===== src/rtl/timer_bank_pkg.sv =====
// Shared definitions for the timer bank: register offsets, CTRL bit layout,
// mode encodings and the per-channel FSM state type.
package timer_bank_pkg;

  localparam logic [31:0] OFF_CTRL   = 32'h0;
  localparam logic [31:0] OFF_PRESET = 32'h4;
  localparam logic [31:0] OFF_COUNT  = 32'h8;

  localparam int CTRL_EN       = 0;
  localparam int CTRL_MODE_LSB = 1;
  localparam int CTRL_IM       = 3;

  localparam logic [1:0] MODE_ONESHOT = 2'b00;
  localparam logic [1:0] MODE_RELOAD  = 2'b01;

  typedef enum logic [1:0] {
    ST_IDLE   = 2'd0,
    ST_LOAD   = 2'd1,
    ST_CNT    = 2'd2,
    ST_EXPIRE = 2'd3
  } ch_state_e;

endpackage


===== src/rtl/timer_bank_channel.sv =====
// One countdown timer channel: CTRL/PRESET/COUNT registers and the
// IDLE/LOAD/CNT/EXPIRE sequencer. `state` is the observable FSM state.
module timer_channel
  import timer_bank_pkg::*;
(
  input  logic        clk,
  input  logic        reset,
  input  logic        tick,
  input  logic        ctrl_we,
  input  logic        preset_we,
  input  logic [31:0] wd,
  output logic [3:0]  ctrl,
  output logic [31:0] preset,
  output logic [31:0] count,
  output logic        expire
);

  ch_state_e state;
  ch_state_e state_d;
  logic      en;
  logic      reload;

  assign en     = ctrl[CTRL_EN];
  // MODE 1x behaves as one-shot, so only the exact reload code reloads.
  assign reload = (ctrl[CTRL_MODE_LSB +: 2] == MODE_RELOAD);
  assign expire = (state == ST_EXPIRE);

  always_ff @(posedge clk or negedge reset) begin
    if (!reset) state <= ST_IDLE;
    else        state <= state_d;
  end

  always_comb begin
    state_d = state;
    case (state)
      ST_IDLE:   if (en) state_d = ST_LOAD;
      ST_LOAD:   state_d = ST_CNT;
      ST_CNT: begin
        if (!en)              state_d = ST_IDLE;
        else if (count == '0) state_d = ST_EXPIRE;
      end
      ST_EXPIRE: state_d = reload ? ST_LOAD : ST_IDLE;
      default:   state_d = ST_IDLE;
    endcase
  end

  always_ff @(posedge clk or negedge reset) begin
    if (!reset) begin
      ctrl   <= '0;
      preset <= '0;
      count  <= '0;
    end else begin
      // A CPU CTRL write in the expire cycle takes precedence over auto-clear of EN.
      if (ctrl_we)
        ctrl <= wd[3:0];
      else if (expire && !reload)
        ctrl[CTRL_EN] <= 1'b0;

      if (preset_we)
        preset <= wd;

      if (state == ST_LOAD)
        count <= preset;
      else if (state == ST_CNT && en && tick && count != '0)
        count <= count - 32'd1;
    end
  end

endmodule


===== src/rtl/timer_bank.sv =====
// Bank of NUM_CH countdown timers on the Pr* bus: address decode, shared
// prescaler, sticky write-1-to-clear STATUS and per-channel irq lines.
module timer_bank
  import timer_bank_pkg::*;
#(
  parameter int          NUM_CH    = 2,
  parameter logic [31:0] BASE_ADDR = 32'h0000_7F00,
  parameter logic [31:0] CH_STRIDE = 32'h10,
  parameter int          PRESCALE  = 1
) (
  input  logic              clk,
  input  logic              reset,
  input  logic [29:0]       pr_addr,
  input  logic              pr_we,
  input  logic [31:0]       pr_wd,
  output logic [31:0]       pr_rd,
  output logic [NUM_CH-1:0] irq,
  output logic              irq_any
);

  localparam logic [31:0] STATUS_OFF = 32'(NUM_CH) * CH_STRIDE;
  localparam logic [31:0] TICK_LAST  = 32'(PRESCALE - 1);

  logic [31:0]       byte_addr;
  logic [31:0]       offset;
  logic [31:0]       pre_cnt;
  logic              tick;
  logic              status_we;
  logic [NUM_CH-1:0] ctrl_we;
  logic [NUM_CH-1:0] preset_we;
  logic [NUM_CH-1:0] expire;
  logic [NUM_CH-1:0] im;
  logic [NUM_CH-1:0] pending;
  logic [3:0]        ch_ctrl   [NUM_CH];
  logic [31:0]       ch_preset [NUM_CH];
  logic [31:0]       ch_count  [NUM_CH];

  // Addresses below BASE_ADDR wrap to huge offsets and so match no register.
  assign byte_addr = {pr_addr, 2'b00};
  assign offset    = byte_addr - BASE_ADDR;

  always_comb begin
    ctrl_we   = '0;
    preset_we = '0;
    status_we = 1'b0;
    pr_rd     = '0;
    for (int i = 0; i < NUM_CH; i++) begin
      if (offset == 32'(i) * CH_STRIDE + OFF_CTRL) begin
        ctrl_we[i] = pr_we;
        pr_rd      = {28'd0, ch_ctrl[i]};
      end
      if (offset == 32'(i) * CH_STRIDE + OFF_PRESET) begin
        preset_we[i] = pr_we;
        pr_rd        = ch_preset[i];
      end
      if (offset == 32'(i) * CH_STRIDE + OFF_COUNT)
        pr_rd = ch_count[i];
    end
    if (offset == STATUS_OFF) begin
      status_we = pr_we;
      pr_rd     = 32'(pending);
    end
  end

  // With PRESCALE=1 the counter sits at 0 == TICK_LAST, holding tick high.
  always_ff @(posedge clk or negedge reset) begin
    if (!reset)    pre_cnt <= '0;
    else if (tick) pre_cnt <= '0;
    else           pre_cnt <= pre_cnt + 32'd1;
  end

  assign tick = (pre_cnt == TICK_LAST);

  // Expire sets a bit even when the same cycle's STATUS write clears it.
  always_ff @(posedge clk or negedge reset) begin
    if (!reset)
      pending <= '0;
    else
      pending <= expire | (pending & ~({NUM_CH{status_we}} & pr_wd[NUM_CH-1:0]));
  end

  for (genvar i = 0; i < NUM_CH; i++) begin : g_ch
    timer_channel u_ch (
      .clk       (clk),
      .reset     (reset),
      .tick      (tick),
      .ctrl_we   (ctrl_we[i]),
      .preset_we (preset_we[i]),
      .wd        (pr_wd),
      .ctrl      (ch_ctrl[i]),
      .preset    (ch_preset[i]),
      .count     (ch_count[i]),
      .expire    (expire[i])
    );
    assign im[i] = ch_ctrl[i][CTRL_IM];
  end

  assign irq     = pending & im;
  assign irq_any = |irq;

endmodule


===== config.mk =====
export PLATFORM = sky130hd
export DESIGN_NAME = timer_bank
export DESIGN_NICKNAME = d
export VERILOG_FILES = /design/src/rtl/timer_bank_pkg.sv /design/src/rtl/timer_bank_channel.sv /design/src/rtl/timer_bank.sv
export SDC_FILE = /design/constraint.sdc
export NUM_CORES = 1
export LEC_CHECK = 0
export BUFFER_PORTS_ARGS = -buffer_cell sky130_fd_sc_hd__buf_2
export CAP_MARGIN = 40
export CELL_PAD_IN_SITES_DETAIL_PLACEMENT = 0
export CELL_PAD_IN_SITES_GLOBAL_PLACEMENT = 2
export CORE_UTILIZATION = 38
export DETAILED_ROUTE_END_ITERATION = 8
export PLACE_DENSITY_LB_ADDON = 0.1
export SLEW_MARGIN = 10
export SYNTH_ARGS = -nofsm -noshare
export SYNTH_HDL_FRONTEND = slang
export SYNTH_HIERARCHICAL = 1
export SYNTH_SLANG_ARGS = --single-unit

===== constraint.sdc =====
create_clock -name clk -period 2.9 [get_ports clk]
set_input_delay 0.145 -clock clk [delete_from_list [all_inputs] [get_ports clk]]
set_output_delay 0.145 -clock clk [all_outputs]
set_load 0.01 [all_outputs]

==> results of run 1 <==
metrics by stage:
step | TNS [ns] | setup slack (ns)
finish | 0 | 0.1755
global route | 0 | 0.02900
CTS | 0 | 0.05625
detailed placement | -4.316 | -0.1358
global placement | -2.851 | -0.09060
floorplan | -3.221 | -0.1215
cell usage in the layout, fill, tap and decap left out, drive strengths merged, types with 4 or more instances in the layout:
cell           n
or4           12
mux2i         13
mux2          72
ha             4
nand3         49
a22oi         23
nor2b          9
inv           28
o31ai          8
buf          156
o21ai         31
dfrtp        174
o221ai         4
nor3b          6
a211oi        24
nand2         94
o311ai         8
nor2          73
nor4b          4
dlygate4sd3   28
clkinvlp       4
a21oi         53
clkbuf        19
nand4         24
xnor2         25
a221o         11
nor4          29
xor2           9
or3           13
nand2b         5
o22ai          7
and4           4
o31a           6
and3          12
a222oi         9
o211ai         8
and2          10
nor3          40
flip-flops by register name, summed over array words and instances (netlist names):
signal / count
g_ch.u_ch/count: 64
g_ch.u_ch/preset: 64
pre_cnt: 32
g_ch.u_ch/ctrl: 8
g_ch.u_ch/state: 4
pending: 2
power breakdown:
group / internal, mW / switching, mW / leakage (nW)
combinational: 0.0893 / 0.125 / 2.75
sequential: 2.44 / 0.0349 / 2.28
clock: 1.23 / 1.10 / 0.273
total: 3.76 / 1.26 / 5.29
kinds of logic (layout without fill, tap and decap cells):
kind of cell,count (synthesis),count (layout),synth area share [%]
AOI/OAI and AO/OA,225,225,16.64
xor gates and xnor gates,34,34,3.049
adders and majority gates,4,4,0.5124
buffers and inverters,75,237,3.548
DFF,174,174,44.58
muxes,85,85,9.632
and+or+nand+nor,394,394,22.04
metal layers:
layer  GRT usage (%)  share of wire, %  vias to the layer above  wire (um)
met1           37.26                50                     4187      15530
met3           3.056               4.2                       25       1290
met2           35.28                45                      207      13780
met5               0                 0                        -          0
met4           5.489               1.2                        0        361
li1                -                 -                     4071          -
timing repair:
action                                  4_1_cts  5_1_grt
hold endpoints to repair                     93        1
hold buffers                                 27        1
endpoints found under the setup margin        0       16
resized for setup                             0        5
worst max-delay path, cell delays in order:
cell       delay [ns]
buf_2            0.09
or4_1            0.53
or4b_4           0.55
o31a_1           0.33
o2111ai_4        0.24
buf_6            0.30
a211oi_1         0.09
buf_4            0.15
buf_2            0.13
synth_stat cells (4+ instances only):
library cell    n
xnor2_1        25
or3_1          12
o311ai_0        7
nand2_1        93
nor2_1         72
dfrtp_1       174
nor3b_1         4
or4_1           9
and3_1         12
o31a_1          6
a221o_1        11
o211ai_1        8
o22ai_1         7
mux2i_1        13
nor3_2          6
nor2b_1         9
nand3_1        48
buf_2          10
clkbuf_1       30
buf_4           4
inv_1          21
and4_1          4
a222oi_1        9
a21oi_1        53
nor3_1         32
nand2b_1        5
nor4_1         25
and2_1          7
mux2_2         72
xor2_1          9
a22oi_1        23
nand4_1        23
o221ai_1        4
ha_1            4
o31ai_1         7
a211oi_1       23
buf_6           5
o21ai_0        28
buf_1           5
final cells by class:
class,instances,area share (%)
Clock buffer,19,3.646
Clock inverter,13,1.265
Inverter,21,0.6639
Multi-Input combinational cell,742,43.21
Sequential cell,174,36.67
Tap cell,330,3.478
Timing Repair Buffer,184,11.07
path summary, 6_finish.rpt:
kind                                                       end  cells after the start
max                                                  pr_rd[30]                      9
min                        g_ch[1].u_ch/preset[31]$_DFFE_PN0P_                      2
max reg2reg                 g_ch[1].u_ch/count[22]$_DFFE_PN0P_                      6
min reg2reg                              pre_cnt[31]$_DFF_PN0_                      1
max in group asynchronous   g_ch[1].u_ch/count[27]$_DFFE_PN0P_                      3
min in group asynchronous                 pre_cnt[6]$_DFF_PN0_                      2
==> results.json, run 1 <==
{
  "ff2ff_setup_slack_ns": 0.23,
  "syn_inst": 991,
  "critPathMaxFanout": 33,
  "drc": 0,
  "die_h_um": 162.3,
  "synth_top_area_share_pct": 44.58,
  "end_kind": "output pin",
  "grt_pass1_wl_um": 48180,
  "globalplace.congestion": 0.8371,
  "syn_area_um2": 9768,
  "peakVddDrop_v": 0.0003850,
  "cts_tree": "done",
  "avgSynthCellArea_um2": 9.857,
  "fmax_mhz": 367.0,
  "placed_area_um2": 11000,
  "clk_pin_slew_ns": 0.07,
  "grt_pass1_vias": 7996,
  "r2r_start": "g_ch[1].u_ch/count[17]$_DFFE_PN0P_",
  "fin_crit_ns": 2.725,
  "clk_latency_ns": 0.44,
  "multi_input_area_um2": 5130,
  "antenna_found_initial": 0,
  "p_per_area_nw_per_um2": 422.9,
  "async_reset_ff_share_pct": 100.0,
  "synth_area_leaders": "dfrtp_1 45%, mux2_2 8.3%, nand2_1 3.6%",
  "fin_nets": 1209,
  "dieWidth_um": 162.3,
  "routed_wl_um": 30960,
  "vias": 8490,
  "vias_per_cell": 5.725,
  "drt-pass1-iter-count": 5,
  "skew_ns": 0.01901,
  "final_util_pct": 47.15,
  "cp-start-kind": "input pin",
  "drt_first_iter_violations": 667,
  "wl_per_cell_um": 20.87,
  "core_um2": 25180,
  "synth_edf_count": 0,
  "io_buffers": 99,
  "cap_viol_max_count": 0,
  "ys_warn_count": 6,
  "synth_cell_types": 85,
  "finalPower_mw": 5.020,
  "fin_area_um2": 11870,
  "maxSlewViolCount": 0,
  "hp-start": "pr_wd[31]",
  "start_util_pct": 38.79,
  "synthFlopType": "dfrtp_1",
  "synth.net_count": 1060,
  "htree_levels": 4,
  "antennaDiodeCount": 0,
  "p_leak_nw": 5.294,
  "synth-seq-cells": 174,
  "regArea_um2": 4354,
  "cts_buffers": 17,
  "hpwlAfterDp_um": 22900,
  "layout-drive-gt1-share_pct": 26.11,
  "ios": 100,
  "synth_top_area_cell": "dfrtp_1",
  "holdWs_ns": 0.02164,
  "crit_start": "pr_addr[17]",
  "rsz0062_at_grt": "false",
  "hold_violations": 0,
  "grt_max_degree": 72,
  "outcome": "finished clean",
  "setup_viol": 0,
  "clock_path_buffers": 2,
  "cts-root-buf": "clkbuf_16",
  "relSlewSlack_pct": 55.29,
  "die_area_um2": 26350,
  "ant_nets": 0,
  "final_cells": 1483,
  "critPathRequiredTime_ns": 2.76,
  "grt_usage_pct": 24.07,
  "fin_crit_sh_pct": 93.95,
  "nFillCells": 2427,
  "ys_seq_area_share_pct": 44.58,
  "worstSetupPathType": "input pin to output pin",
  "num_rows": 58,
  "worstPathArrival_ns": 2.58,
  "cts_setup_buffers": 0,
  "place_inst": 1423,
  "grt_overflow_total": 0,
  "max_slew.worst_pin.slew_ns": 0.6706,
  "area_delta_synth_final_pct": 21.54,
  "hold_path_class": "input pin to flop",
  "clock-sinks": 174
}
Note: power is estimated with default switching activity, not from simulation.
==> run 2, diff against run 1 <==
CTS_BUF_LIST = sky130_fd_sc_hd__clkbuf_16   (was not set)
==> results.json, run 2 (same netlist as run 1, synthesis figures left out) <==
{
  "cts_setup_buffers": 0,
  "antennaDiodeCount": 0,
  "clock_path_buffers": 2,
  "r2r-end": "g_ch[1].u_ch/count[22]$_DFFE_PN0P_",
  "slowest_stage": "or4b_4",
  "fin_crit_ns": 2.725,
  "critPathRequiredTime_ns": 2.76,
  "antenna_found_initial": 0,
  "die_area_um2": 26350,
  "routed_wl_um": 30950,
  "vias": 8468,
  "core_um2": 25180,
  "dp_slack_ns": -0.1358,
  "outcome": "finished clean",
  "final_cell_mix": "174 x dfrtp_1, 98 x buf_2, 93 x nand2_1",
  "cp_common_cell": "buf_2",
  "clk_pin_slew_ns": 0.07,
  "nFillCells": 2427,
  "layout-drive-gt1-share_pct": 26.11,
  "grt_max_degree": 72,
  "placed_area_um2": 11000,
  "worstSetupPathType": "input pin to output pin",
  "met1_usage_pct": 37.26,
  "cp-start-kind": "input pin",
  "fmax_mhz": 367.0,
  "critPathMaxFanout": 33,
  "hold_violations": 0,
  "relSlewSlack_pct": 55.51,
  "skew_ns": 0.01960,
  "p_per_area_nw_per_um2": 422.2,
  "final_common_cell": "dfrtp_1",
  "worst_slack_ns": 0.1749,
  "finalSetupTns_ns": 0,
  "grt_usage_pct": 24.07,
  "peakVddDrop_v": 0.0003875,
  "worstPathArrival_ns": 2.58,
  "cts_tree": "done",
  "io_buffers": 99,
  "end_kind": "output pin",
  "drc": 0,
  "ant_nets": 0,
  "top_usage_layer": "met1",
  "grt_overflow_total": 0,
  "holdWs_ns": 0.02113,
  "drt_first_iter_violations": 659,
  "top_regs": "g_ch.u_ch/count (64), g_ch.u_ch/preset (64), pre_cnt (32)",
  "ff2ff_setup_slack_ns": 0.23,
  "rsz0062_at_grt": "false",
  "fin_nets": 1209,
  "cpPeakStageDelay_ns": 0.55,
  "cp_num_buf_inv": 4,
  "hold_path_depth": 2,
  "gr-usage-met3_pct": 3.056,
  "start_util_pct": 38.79,
  "cap_viol_max_count": 0,
  "fin_crit_sh_pct": 93.97,
  "cts_buffers": 17,
  "max_slew.worst_pin.slew_ns": 0.6674,
  "min_to": "g_ch[1].u_ch/preset[31]$_DFFE_PN0P_",
  "drt-pass1-iter-count": 7,
  "vias_per_cell": 5.710,
  "dieWidth_um": 162.3,
  "setup_viol": 0,
  "ios": 100,
  "clk_latency_ns": 0.44,
  "finalPower_mw": 5.012,
  "wl_per_cell_um": 20.87,
  "die_h_um": 162.3,
  "cts-root-buf": "clkbuf_16",
  "hold_path_class": "input pin to flop",
  "grt_pass1_wl_um": 48180,
  "p_leak_nw": 5.303,
  "crit_chain": "buf_2, or4_1, or4b_4, o31a_1, o2111ai_4, buf_6, a211oi_1, buf_4, buf_2",
  "maxSlewViolCount": 0,
  "area_delta_synth_final_pct": 21.54,
  "hp-start": "pr_wd[31]",
  "clock-sinks": 174,
  "globalplace.congestion": 0.8371,
  "fin_area_um2": 11870,
  "grt_pass1_vias": 7996,
  "num_rows": 58,
  "grt_util_met2_pct": 35.28,
  "cp_top_family": "simple AND/OR/NAND/NOR gates",
  "htree_levels": 4,
  "hpwlAfterDp_um": 22900,
  "r2r_cells": 6,
  "r2r_start": "g_ch[1].u_ch/count[17]$_DFFE_PN0P_"
}
-- run 2: layout make-up --
| type | instances | area [um2] | share of cell area (%) |
|---|---|---|---|
| sequential | 174 | 4354 | 36.67 |
| multi-input combinational | 742 | 5130 | 43.21 |
| timing repair buffer | 184 | 1314 | 11.07 |
| clock inverter | 15 | 157.7 | 1.328 |
| tap | 330 | 412.9 | 3.478 |
| clock buffer | 17 | 425.4 | 3.583 |
| inverter | 21 | 78.83 | 0.6639 |
-- run 2: stage by stage --
stage,util [%],cells
2_1_floorplan,-,991
5_1_grt,47.15,1483
4_1_cts,47.05,1482
3_3_place_gp,43.66,1423
6_report,47.15,1483
3_5_place_dp,43.66,1423
-- run 2: worst max path at each step --
stage | startpoint | to | slack [ns] | depth (start not counted)
floorplan | pr_addr[17] | g_ch[0].u_ch/preset[10]$_DFFE_PN0P_ | -0.12 | 9
global placement | pr_addr[17] | g_ch[1].u_ch/preset[15]$_DFFE_PN0P_ | -0.09 | 9
detailed placement | pr_addr[17] | g_ch[1].u_ch/preset[18]$_DFFE_PN0P_ | -0.14 | 9
CTS | pr_addr[17] | pr_rd[30] | 0.06 | 9
global route | pre_cnt[1]$_DFF_PN0_ | g_ch[1].u_ch/count[19]$_DFFE_PN0P_ | 0.03 | 12
finish | pr_addr[17] | pr_rd[30] | 0.17 | 9
-- run 2: timing repair --
action                                  4_1_cts  5_1_grt
endpoints found under the setup margin        0       16
hold buffers                                 27        1
resized for setup                             0        5
hold endpoints to repair                     93        1
-- run 2: power breakdown --
group          switching (mW)  internal (mW)  total (mW)
logic                   0.125         0.0893       0.214
clock network            1.10           1.22        2.32
registers              0.0348           2.44        2.48
total                    1.26           3.75        5.01
-- run 2: routing by layer --
layer,routed length [um],vias to the layer above
li1,-,4066
met1,15600,4184
met2,13800,193
met3,1180,25
met4,363,0
met5,0,-
==> run 3, diff against run 2 <==
clock period = 2.8 ns   (was 2.9 ns; I/O delays follow)
==> results.json, run 3 (same netlist as run 1, synthesis figures left out) <==
{
  "outcome": "finished clean",
  "fin_nets": 1219,
  "slowest_stage": "or4b_4",
  "fmax_mhz": 365.9,
  "skew_ns": 0.01663,
  "finalPower_mw": 5.097,
  "ff2ff_setup_slack_ns": 0.17,
  "clock-sinks": 174,
  "critPathMaxFanout": 33,
  "htree_levels": 4,
  "routed_wl_um": 31630,
  "antennaDiodeCount": 0,
  "top_regs": "g_ch.u_ch/count (64), g_ch.u_ch/preset (64), pre_cnt (32)",
  "cts_tree": "done",
  "grt_util_met2_pct": 37.90,
  "setup_viol": 0,
  "r2r-end": "g_ch[0].u_ch/count[30]$_DFFE_PN0P_",
  "wl_per_cell_um": 21.18,
  "antenna_found_initial": 1,
  "layout-drive-gt1-share_pct": 27.52,
  "gr-usage-met3_pct": 2.852,
  "p_per_area_nw_per_um2": 425.1,
  "hold_path_class": "input pin to flop",
  "globalplace.congestion": 0.8306,
  "cts_buffers": 17,
  "vias_per_cell": 5.738,
  "fin_crit_sh_pct": 97.60,
  "drt-pass1-iter-count": 6,
  "grt_usage_pct": 24.68,
  "drt_first_iter_violations": 559,
  "end_kind": "output pin",
  "top_usage_layer": "met2",
  "max_slew.worst_pin.slew_ns": 0.7120,
  "r2r_cells": 12,
  "rsz0062_at_grt": "true",
  "ios": 100,
  "num_rows": 58,
  "cp-start-kind": "input pin",
  "cap_viol_max_count": 0,
  "final_cell_mix": "173 x dfrtp_1, 98 x buf_2, 93 x nand2_1",
  "clock_path_buffers": 2,
  "maxSlewViolCount": 0,
  "final_cells": 1493,
  "core_um2": 25180,
  "crit_chain": "buf_2, or4_1, or4b_4, o21ai_1, o2111ai_4, buf_8, or3_1, nor2_1, buf_2",
  "grt_overflow_total": 0,
  "p_leak_nw": 5.364,
  "place_inst": 1434,
  "clk_latency_ns": 0.44,
  "start_util_pct": 38.79,
  "area_delta_synth_final_pct": 22.75,
  "grt_pass1_vias": 8225,
  "relSlewSlack_pct": 52.54,
  "vias": 8567,
  "grt_max_degree": 60,
  "nFillCells": 2412,
  "critical_path.endpoint": "pr_rd[3]",
  "final_common_cell": "dfrtp_1",
  "hpwlAfterDp_um": 23230,
  "r2r_start": "pre_cnt[1]$_DFF_PN0_",
  "ant_nets": 0,
  "grt_pass1_wl_um": 49380,
  "dieWidth_um": 162.3,
  "crit_start": "pr_addr[17]",
  "fin_crit_ns": 2.733,
  "clk_pin_slew_ns": 0.07,
  "io_buffers": 99,
  "drc": 0,
  "peakVddDrop_v": 0.0003962,
  "worstPathArrival_ns": 2.59,
  "die_h_um": 162.3,
  "hold_violations": 0,
  "cp_common_cell": "buf_2",
  "holdWs_ns": 0.01006,
  "placed_area_um2": 11100,
  "cts-root-buf": "clkbuf_16",
  "die_area_um2": 26350,
  "worstSetupPathType": "input pin to output pin",
  "critPathRequiredTime_ns": 2.66,
  "fin_area_um2": 11990,
  "cpPeakStageDelay_ns": 0.56,
  "met1_usage_pct": 36.95
}
[run 3: cell count changes in the layout (fill, tap and decap cells not counted), sizes merged]
cell	before	now
buf	156	167
bufinv	1	0
clkinv	1	5
clkinvlp	4	2
dlygate4sd3	28	27
inv	30	29
[run 3: per-layer routing]
layer / vias to the layer above / part of all wire, %
met5: - / 0
met4: 0 / 1.5
met3: 27 / 3.6
met2: 199 / 45
met1: 4273 / 49
li1: 4068 / -
[run 3: worst min path at each step]
stage                          from                                   to  cells after the start
final                     pr_wd[31]  g_ch[0].u_ch/preset[31]$_DFFE_PN0P_                      2
after global routing      pr_wd[31]  g_ch[0].u_ch/preset[31]$_DFFE_PN0P_                      2
after CTS                  pr_wd[3]   g_ch[0].u_ch/preset[3]$_DFFE_PN0P_                      2
after detailed placement      reset                 pre_cnt[8]$_DFF_PN0_                      1
after global placement        reset                pre_cnt[10]$_DFF_PN0_                      1
after floorplan               reset    g_ch[0].u_ch/count[0]$_DFFE_PN0P_                      0
[run 3: layout make-up]
class,instances,area (um2),share of cell area (%)
Tap cell,330,412.9,3.444
Timing Repair Buffer,194,1419,11.83
Clock inverter,15,128.9,1.075
Clock buffer,17,425.4,3.548
Multi-Input combinational cell,742,5170,43.12
Sequential cell,174,4355,36.32
Inverter,21,78.83,0.6574
[run 3: critical path: cells and delay by family]
| kind | cells | cell delay (ns) |
|---|---|---|
| AO/OA/AOI/OAI | 2 | 0.42 |
| buffers and inverters | 3 | 0.46 |
| AND/OR/NAND/NOR | 4 | 1.57 |
[run 3: metrics by stage]
step                TNS [ns]  setup slack (ns)  util (%)
floorplan                  0          0.005678         -
global placement      -8.631           -0.1903     44.09
detailed placement    -9.151           -0.2063     44.09
CTS                        0           0.02298     47.38
global route        -0.06163          -0.03185     47.62
finish                     0           0.06714     47.62
[run 3: where the power goes]
| part | internal [mW] | leakage [nW] | switching, mW | total (mW) |
|---|---|---|---|---|
| logic | 0.0935 | 2.82 | 0.131 | 0.225 |
| registers | 2.53 | 2.27 | 0.0398 | 2.57 |
| clock network | 1.17 | 0.269 | 1.14 | 2.30 |
[run 3: repair_timing]
| item | CTS | global route |
|---|---|---|
| endpoints found under the setup margin | 5 | 34 |
| gates resized for setup | 1 | 15 |
| buffers inserted | 0 | 0 |
| hold buffers | 27 | 0 |
| endpoints found under the hold margin | 107 | 0 |
